[config.mk]
export PLATFORM = sky130hd
export DESIGN_NAME = if_fetch_unit
export DESIGN_NICKNAME = d
export VERILOG_FILES = /design/src/rtl/if_pkg.sv /design/src/rtl/if_fetch_unit_fifo.sv /design/src/rtl/if_fetch_unit.sv
export SDC_FILE = /design/constraint.sdc
export NUM_CORES = 1
export LEC_CHECK = 0
export ABC_AREA = 1
export BUFFER_PORTS_ARGS = -buffer_cell sky130_fd_sc_hd__buf_2
export CORE_MARGIN = 1.5
export CORE_UTILIZATION = 35
export DETAILED_ROUTE_END_ITERATION = 8
export GPL_TIMING_DRIVEN = 0
export HOLD_SLACK_MARGIN = 0.02
export SLEW_MARGIN = 5
export SYNTH_ARGS = -nofsm -noshare
export SYNTH_HDL_FRONTEND = slang
export SYNTH_SLANG_ARGS = --single-unit
[constraint.sdc]
create_clock -name clk_i -period 15 [get_ports clk_i]
set_input_delay 0.75 -clock clk_i [delete_from_list [all_inputs] [get_ports clk_i]]
set_output_delay 0.75 -clock clk_i [all_outputs]
set_load 0.01 [all_outputs]
[src/rtl/if_pkg.sv]
// if_pkg: shared types and constants for the instruction-fetch stage
package if_pkg;
  typedef struct packed {
    logic [31:0] pc;
    logic [31:0] inst;
    logic        adel;
  } ibuf_entry_t;
  localparam logic [31:0] DEFAULT_RESET_PC = 32'hBFC0_0000;
  localparam int INST_BYTES = 4;
endpackage

[src/rtl/if_fetch_unit_fifo.sv]
// if_fifo: flushable synchronous FIFO with occupancy count and a zeroed head when empty
module if_fifo #(
  parameter type T = logic [31:0],
  parameter int DEPTH = 4
) (
  input  logic                   clk_i,
  input  logic                   rst_i,
  input  logic                   flush_i,
  input  logic                   push_i,
  input  T                       din_i,
  input  logic                   pop_i,
  output T                       dout_o,
  output logic [$clog2(DEPTH):0] count_o
);
  localparam int AW = $clog2(DEPTH);
  T mem_q [DEPTH];
  logic [AW-1:0] rd_q, rd_d, wr_q, wr_d;
  logic [AW:0] cnt_q, cnt_d;
  logic do_push, do_pop;
  always_comb begin
    do_pop = pop_i & (cnt_q != '0);
    do_push = push_i & ((cnt_q != (AW+1)'(DEPTH)) | do_pop);
    rd_d = flush_i ? '0 : rd_q + AW'(do_pop);
    wr_d = flush_i ? '0 : wr_q + AW'(do_push);
    cnt_d = flush_i ? '0 : cnt_q + (AW+1)'(do_push) - (AW+1)'(do_pop);
  end
  always_ff @(posedge clk_i) begin
    if (!rst_i) begin
      rd_q <= '0;
      wr_q <= '0;
      cnt_q <= '0;
    end else begin
      rd_q <= rd_d;
      wr_q <= wr_d;
      cnt_q <= cnt_d;
    end
  end
  always_ff @(posedge clk_i) begin
    if (rst_i && do_push && !flush_i) mem_q[wr_q] <= din_i;
  end
  assign dout_o = (cnt_q != '0) ? mem_q[rd_q] : '0;
  assign count_o = cnt_q;
endmodule

[src/rtl/if_fetch_unit.sv]
// if_fetch_unit: credit-limited multi-outstanding instruction fetch with flushable instruction queue
module if_fetch_unit
  import if_pkg::*;
#(
  parameter logic [31:0] RESET_PC = DEFAULT_RESET_PC,
  parameter int IBUF_DEPTH = 4
) (
  input  logic        clk_i,
  input  logic        rst_i,
  input  logic        redirect_i,
  input  logic [31:0] redirect_pc_i,
  output logic        inst_req_o,
  output logic [31:0] inst_addr_o,
  input  logic        inst_addr_ok_i,
  input  logic        inst_data_ok_i,
  input  logic [31:0] inst_rdata_i,
  output logic        id_valid_o,
  input  logic        id_ready_i,
  output logic [31:0] id_pc_o,
  output logic [31:0] id_inst_o,
  output logic        id_adel_o
);
  localparam int CW = $clog2(IBUF_DEPTH) + 1;
  logic [31:0] fetch_pc_q, fetch_pc_d, pcq_head;
  logic halted_q, halted_d;
  logic [CW-1:0] outstanding_q, outstanding_d, discard_q, discard_d, ibuf_count, pcq_count;
  logic credit, aligned, accept, adel_push, keep, ibuf_push, ibuf_pop;
  ibuf_entry_t ibuf_din, ibuf_head;
  always_comb begin
    credit = ({1'b0, ibuf_count} + {1'b0, outstanding_q}) < (CW+1)'(IBUF_DEPTH);
    aligned = fetch_pc_q[1:0] == 2'b00;
    inst_req_o = rst_i & !redirect_i & !halted_q & credit & aligned;
    accept = inst_req_o & inst_addr_ok_i;
    adel_push = rst_i & !redirect_i & !halted_q & credit & !aligned;
    keep = inst_data_ok_i & !redirect_i & (discard_q == '0);
    ibuf_push = keep | adel_push;
    ibuf_din = adel_push ? ibuf_entry_t'{pc: fetch_pc_q, inst: 32'h0, adel: 1'b1}
                         : ibuf_entry_t'{pc: pcq_head, inst: inst_rdata_i, adel: 1'b0};
    id_valid_o = ibuf_count != '0;
    ibuf_pop = id_valid_o & id_ready_i & !redirect_i;
    // accept is never high during a redirect, so one expression serves both cases
    outstanding_d = outstanding_q + CW'(accept) - CW'(inst_data_ok_i);
    discard_d = redirect_i ? outstanding_d : discard_q - CW'(inst_data_ok_i & (discard_q != '0));
    fetch_pc_d = redirect_i ? redirect_pc_i : accept ? fetch_pc_q + 32'(INST_BYTES) : fetch_pc_q;
    halted_d = !redirect_i & (halted_q | adel_push);
  end
  always_ff @(posedge clk_i) begin
    if (!rst_i) begin
      fetch_pc_q <= RESET_PC;
      halted_q <= 1'b0;
      outstanding_q <= '0;
      discard_q <= '0;
    end else begin
      fetch_pc_q <= fetch_pc_d;
      halted_q <= halted_d;
      outstanding_q <= outstanding_d;
      discard_q <= discard_d;
    end
  end
  always_ff @(posedge clk_i) begin
    if (rst_i) assert (!(inst_data_ok_i && ibuf_count == CW'(IBUF_DEPTH)) && (pcq_count + discard_q == outstanding_q));
  end
  if_fifo #(.T(ibuf_entry_t), .DEPTH(IBUF_DEPTH)) u_ibuf (
    .clk_i(clk_i), .rst_i(rst_i), .flush_i(redirect_i),
    .push_i(ibuf_push), .din_i(ibuf_din), .pop_i(ibuf_pop),
    .dout_o(ibuf_head), .count_o(ibuf_count)
  );
  if_fifo #(.T(logic [31:0]), .DEPTH(IBUF_DEPTH)) u_pcq (
    .clk_i(clk_i), .rst_i(rst_i), .flush_i(redirect_i),
    .push_i(accept), .din_i(fetch_pc_q), .pop_i(keep),
    .dout_o(pcq_head), .count_o(pcq_count)
  );
  assign inst_addr_o = fetch_pc_q;
  assign id_pc_o = ibuf_head.pc;
  assign id_inst_o = ibuf_head.inst;
  assign id_adel_o = ibuf_head.adel;
endmodule
# == After elaboration in Yosys (flattened, before gate mapping) ==
# Memories as Yosys holds them, arrays and structs flattened. A register that Yosys moved wholly into a read port is not among the register bits.
# Index checks and enable logic that the tools add are counted.
# word_totals
register_bits,53
ramBits,388
in_bits,70
output_inout_bits,99
wordCells,75
n_memories,2
# op_classes
n_addsub,13
magnitude_cmp,1
eq_ne,2
muxes,12
n_bitwise,21
reduce_logical,14
# mem_list
name,words,width,read_ports,rd_clocked_by_memory_dff,wr,line_no,source
u_ibuf.mem_q,4,65,1,1,1,if_fetch_unit_fifo.sv:16,T mem_q [DEPTH];
u_pcq.mem_q,4,32,1,1,1,if_fetch_unit_fifo.sv:16,
# op_table
operator,n
2-to-1 mux 65 bit,2
2-to-1 mux 32 bit,3
"adder 32 x 3 -> 32 bit, second input constant",1
bitwise AND 1 bit,16
subtractor 3 x 1 -> 3 bit,4
adder 3 x 1 -> 3 bit,3
nonzero test 3 bit,3
adder 2 x 1 -> 2 bit,4
"!= test 3 bit, second input constant",2
adder 3 x 3 -> 4 bit,1
logical AND 1 bit,4
"< comparator 4 x 3 -> 1 bit, second input constant",1
2-to-1 mux 1 bit,4
2-to-1 mux 2 bit,2
OR 1 bit,4
logical NOT 1 bit,3
logical NOT 3 bit,1
2-to-1 mux 3 bit,1
logical NOT 2 bit,1
nonzero test 2 bit,1
OR reduction 2 bit,1
inverter 1 bit,1

# == Logic depth before layout (Yosys ltp) ==
# logic_depth
depth_word,11
ltp_mapped,16

# == By module ==
# From an unflattened synthesis, not the netlist that was laid out.
# hier_totals
hier_cells,2225
area_unflattened_um2,20697.4
# modules_own_cells
mod,n_inst,cells_per_inst,area_each_um2
if_fifo at u_ibuf,1,1083,11446.0
if_fifo at u_pcq,1,560,5979.5
if_fetch_unit,1,582,3271.9

# == Least setup slack after synthesis ==
# OpenSTA, ideal clock, no wires.
# synth_path
path_kind,input -> register
from,in redirect_i
to,"mem u_ibuf.mem_q[0][0] (netlist name), enable pin"
setup_time_ns,0.568
arrival_time_ns,5.978
required_time_ns,14.432
path_slack_ns,8.454
path_stages,7
n_path_buf,2
path_cell_list,buf_6 inv_6 buf_2 nand3_1 a21oi_2 nand2_1 nor3_1
# synth_via
elab_chain_cells,11
elab_cells_between_ends,16
# synth_rtl
element,line_no,source
start: declaration,if_fetch_unit.sv:10,"input logic redirect_i,"
logical NOT 1 bit *,--,
bitwise AND 1 bit (4 in series),if_fetch_unit.sv:34,adel_push = rst_i & !redirect_i & !halted_q & credit & !aligned;
OR 1 bit,if_fetch_unit.sv:36,ibuf_push = keep | adel_push;
bitwise AND 1 bit,if_fetch_unit_fifo.sv:22,do_push = push_i & ((cnt_q != (AW+1)'(DEPTH)) | do_pop);
logical AND 1 bit,if_fetch_unit_fifo.sv:39,if (rst_i && do_push && !flush_i) mem_q[wr_q] <= din_i;
logical AND 1 bit *,if_fetch_unit_fifo.sv:39,
2-to-1 mux 1 bit *,if_fetch_unit_fifo.sv:39,
2-to-1 mux 1 bit (not written as such) *,if_fetch_unit_fifo.sv:39,
end: declaration,if_fetch_unit_fifo.sv:16,
# Every way passes the cells marked *; elsewhere a longest branch is shown, timed or not.

# == Worst setup path after layout ==
# layout_path
from,reg u_ibuf.cnt_q[1] (netlist: u_ibuf.count_o[1])
to,out id_pc_o[19]
# layout_via
elab_chain_cells,2
# layout_rtl
element,line_no,source
start: declaration,if_fetch_unit_fifo.sv:18,"logic [AW:0] cnt_q, cnt_d;"
start signal: assignment,if_fetch_unit_fifo.sv:35,cnt_q <= cnt_d;
nonzero test 3 bit,if_fetch_unit_fifo.sv:41,assign dout_o = (cnt_q != '0) ? mem_q[rd_q] : '0;
2-to-1 mux 65 bit,if_fetch_unit_fifo.sv:41,
end: declaration,if_fetch_unit.sv:19,"output logic [31:0] id_pc_o,"
# Every way passes these cells.

==> metrics.md <==
| Metric | Value |
|---|---|
| HP Class | input pin to flip-flop |
| Antenna cell count | 0 |
| Critical path arrival | 3.02 ns |
| Mapped Nets | 1859 |
| DP Area | around 21000 um^2 |
| Setup crit end kind | output pin |
| RD Place Congestion | about 0.87 |
| Vias in the first global route | between 10k and 15k |
| Yosys Warn Count | 0 |
| Worst hold start | redirect_pc_i[23] |
| Critical R2R Capture | u_ibuf.mem_q[1][5] |
| Sequential share of the synthesized area | 0.676 |
| DR pass1 iterations | 5 |
| WL/cell | approximately 18 um |
| Reg2Reg Setup Slack | 11.52 ns |
| Drt total wl | 50.5 mm |
| Setup-failing EPs final | 0 |
| Setup crit start | u_ibuf.count_o[1] |
| Die width | about 230 um |
| Total power | around 2700 uW |
| Non-filler cells, final | about 2.7k |
| Synthesized flop and latch total | approximately 440 |
| Status | completed |
| Static leakage | 0.00842 uW |
| RSZ-0062 raised after global routing | false |
| Final Skew | 0.0212 ns |
| Die area | 55100 um^2 |
| Global route overflow | 0 |
| Worst reg2reg path depth | 12 |
| Syn Area/Cell | 10.6 um^2 |
| Initial antenna violation count | 0 |
| IO Port Bufs | 166 |
| Post-CTS Resized | 0 |
| First DRT Iteration DRCs | 1105 |
| Largest net degree at the start of global routing | 27 |
| Post-DP HPWL | 35.6 mm |
| Max VDD drop | 84.3 uV |
| Mapped Area | about 19000 um^2 |
| CTS buffer count | between 40 and 50 |
| First-pass GRT wire length | 77.5 mm |
| Clk sink count | about 440 |
| Worst-Skew Late Latency | between 0.5 and 0.6 ns |
| Crit path max fanout | 10 |
| Dpl cells | roughly 2.7k |
| Final hold vios | 0 |
| Hold buffer count at cts | 0 |
| CTS tree | built |
| Worst Setup Start Kind | flip-flop |
| Share of cells above drive strength 1 | 0.149 |
| Top cells by area, synth | edfxtp_1 (62%), nor2_1 (7.6%), dfxtp_1 (5.6%), o21ai_0 (5.3%), nand2_1 (4.9%) |
| Core Footprint | roughly 53000 um^2 |
| Period minus WS final | 3.77 ns |
| Max-cap viol count | 0 |
| Max Root-Sink Buffers | 3 |
| Setup_tns | 0 ns |
| Post-CTS setup repair buffer count | 0 |
| Yosys top cell by area | edfxtp_1 |
| Power Density | 120 nW/um^2 |
| Fmax | 265 MHz |
| Via density | just over 5 |
| # rows | 84 |
| Unique masters post-synth | 41 |
| Vias | roughly 14k |
| Hold Path Depth | 3 |
| Top-area cell type share of the netlist area | 0.620 |
| Ports | 169 |
| Design area | 22300 um^2 |
| Worst-margin pin slew | 0.882 ns |
| Final WS setup | 11.23 ns |
| Die Y | 235 um |
| Post-route ant nets | 0 |
| Reg-to-reg startpoint | u_ibuf.count_o[1] |
| Setup Slack @ Placement | 11.20 ns |
| Critical path data required time | 14.25 ns |
| WS Path Type | flip-flop to output pin |
| Relative max-transition margin | 0.409 |
| Area growth syn-to-layout | 18.4% |
| Overall routing resource usage | 0.181 |
| Final critical-path share of the clock period | 0.252 |
| Drt drc | 0 |
| Root buffer cell | clkbuf_16 |
| H-Tree Depth | 2 |
| Starting Density | 0.356 |
| Syn Inst Count | between 1.5k and 2k |
| Clk slew on worst S/H paths | 0.06 ns |
| Final #Nets | between 2k and 2.5k |
| Worst Hold End | inst_addr_o[23] |
| Pins Over Slew Limit | 0 |
==> Yosys cell counts (all sizes together) <==
| cell type | number |
|---|---|
| a21boi | 2 |
| a21oi | 106 |
| a22oi | 2 |
| a31oi | 1 |
| and2 | 1 |
| buf | 45 |
| clkbuf | 53 |
| clkinv | 1 |
| dfxtp | 53 |
| edfxtp | 388 |
| fa | 3 |
| ha | 15 |
| inv | 112 |
| nand2 | 246 |
| nand3 | 86 |
| nand4 | 23 |
| nor2 | 388 |
| nor3 | 10 |
| o211ai | 1 |
| o21ai | 203 |
| o22ai | 2 |
| or2 | 3 |
| xnor2 | 9 |
| xor2 | 18 |
==> cell usage in the layout (no fill, tap or decap), types with 4 or more instances in the layout <==
cell type    n
edfxtp_1   388
nor2_1     380
nand2_1    243
o21ai_0    199
buf_2      187
inv_1      108
a21oi_1    104
nand3_1     84
clkbuf_1    72
dfxtp_1     53
clkbuf_16   46
nand4_1     22
buf_1       18
xor2_1      18
buf_4       16
ha_1        15
buf_6       13
clkinv_1    11
xnor2_1      9
nor3_2       6
o21ai_1      4
nor2_4       4
clkinv_2     4
nor3_1       4
==> sequential cells by signal (all words and copies together), names as in the netlist, 3 cells and up <==
signal / count
discard_q: 3
inst_addr_o: 32
outstanding_q: 3
u_ibuf.count_o: 3
u_ibuf.mem_q: 260
u_pcq.count_o: 3
u_pcq.mem_q: 128
==> stage by stage <==
stage	util	hold slack, ns
after floorplan	-	0.432
after global placement	0.388	0.492
after detailed placement	0.395	0.490
after CTS	0.421	0.405
after global routing	0.421	0.410
final	0.421	0.422
==> power by group <==
group          switching [uW]  internal (uW)  leakage, uW  total [uW]
Clock                     448            599     0.000653        1050
Sequential               27.6           1380      0.00398        1400
Combinational             149           69.4      0.00378         218
Total                     624           2040      0.00842        2670
==> layer usage <==
layer,GRT usage,share of wire,vias to the layer above
met5,0,0,-
met4,0.0557,0.026,0
met3,0.0303,0.073,84
met2,0.293,0.46,550
met1,0.248,0.44,6592
li1,-,-,6538
==> worst max-delay path by stage <==
| stage | endpoint | depth (start not counted) |
|---|---|---|
| 2_1_floorplan | u_ibuf.mem_q[0][0] | 7 |
| 3_3_place_gp | u_ibuf.mem_q[1][9] | 8 |
| 3_5_place_dp | u_ibuf.mem_q[1][5] | 12 |
| 4_1_cts | id_pc_o[16] | 7 |
| 5_1_grt | id_pc_o[16] | 7 |
| 6_report | id_pc_o[19] | 7 |
==> worst max-delay path, stage by stage (launching register included) <==
cell     delay, ns
dfxtp_1       0.36
nor2_1        0.16
inv_1         0.05
nor2_1        0.60
buf_2         0.39
buf_1         0.50
a21oi_1       0.21
buf_2         0.20
==> kinds of logic after synthesis <==
| group | Yosys count | synth area share |
|---|---|---|
| buffers and inverters | 211 | 0.0459 |
| xor gates and xnor gates | 27 | 0.0126 |
| AOI/OAI and AO/OA | 317 | 0.0857 |
| and+or+nand+nor | 757 | 0.166 |
| adders and majority gates | 18 | 0.0132 |
| DFF | 441 | 0.676 |
==> layout make-up <==
| cell class | instances | area, um^2 |
|---|---|---|
| timing repair buffer | 197 | 1200 |
| buffer | 98 | 432 |
| inverter | 113 | 430 |
| fill | 5057 | 30600 |
| multi-input combinational | 1119 | 5270 |
| clock inverter | 17 | 133 |
| sequential | 441 | 12700 |
| tap | 688 | 861 |
| clock buffer | 65 | 1220 |
Power figures use the tool's default switching activity.
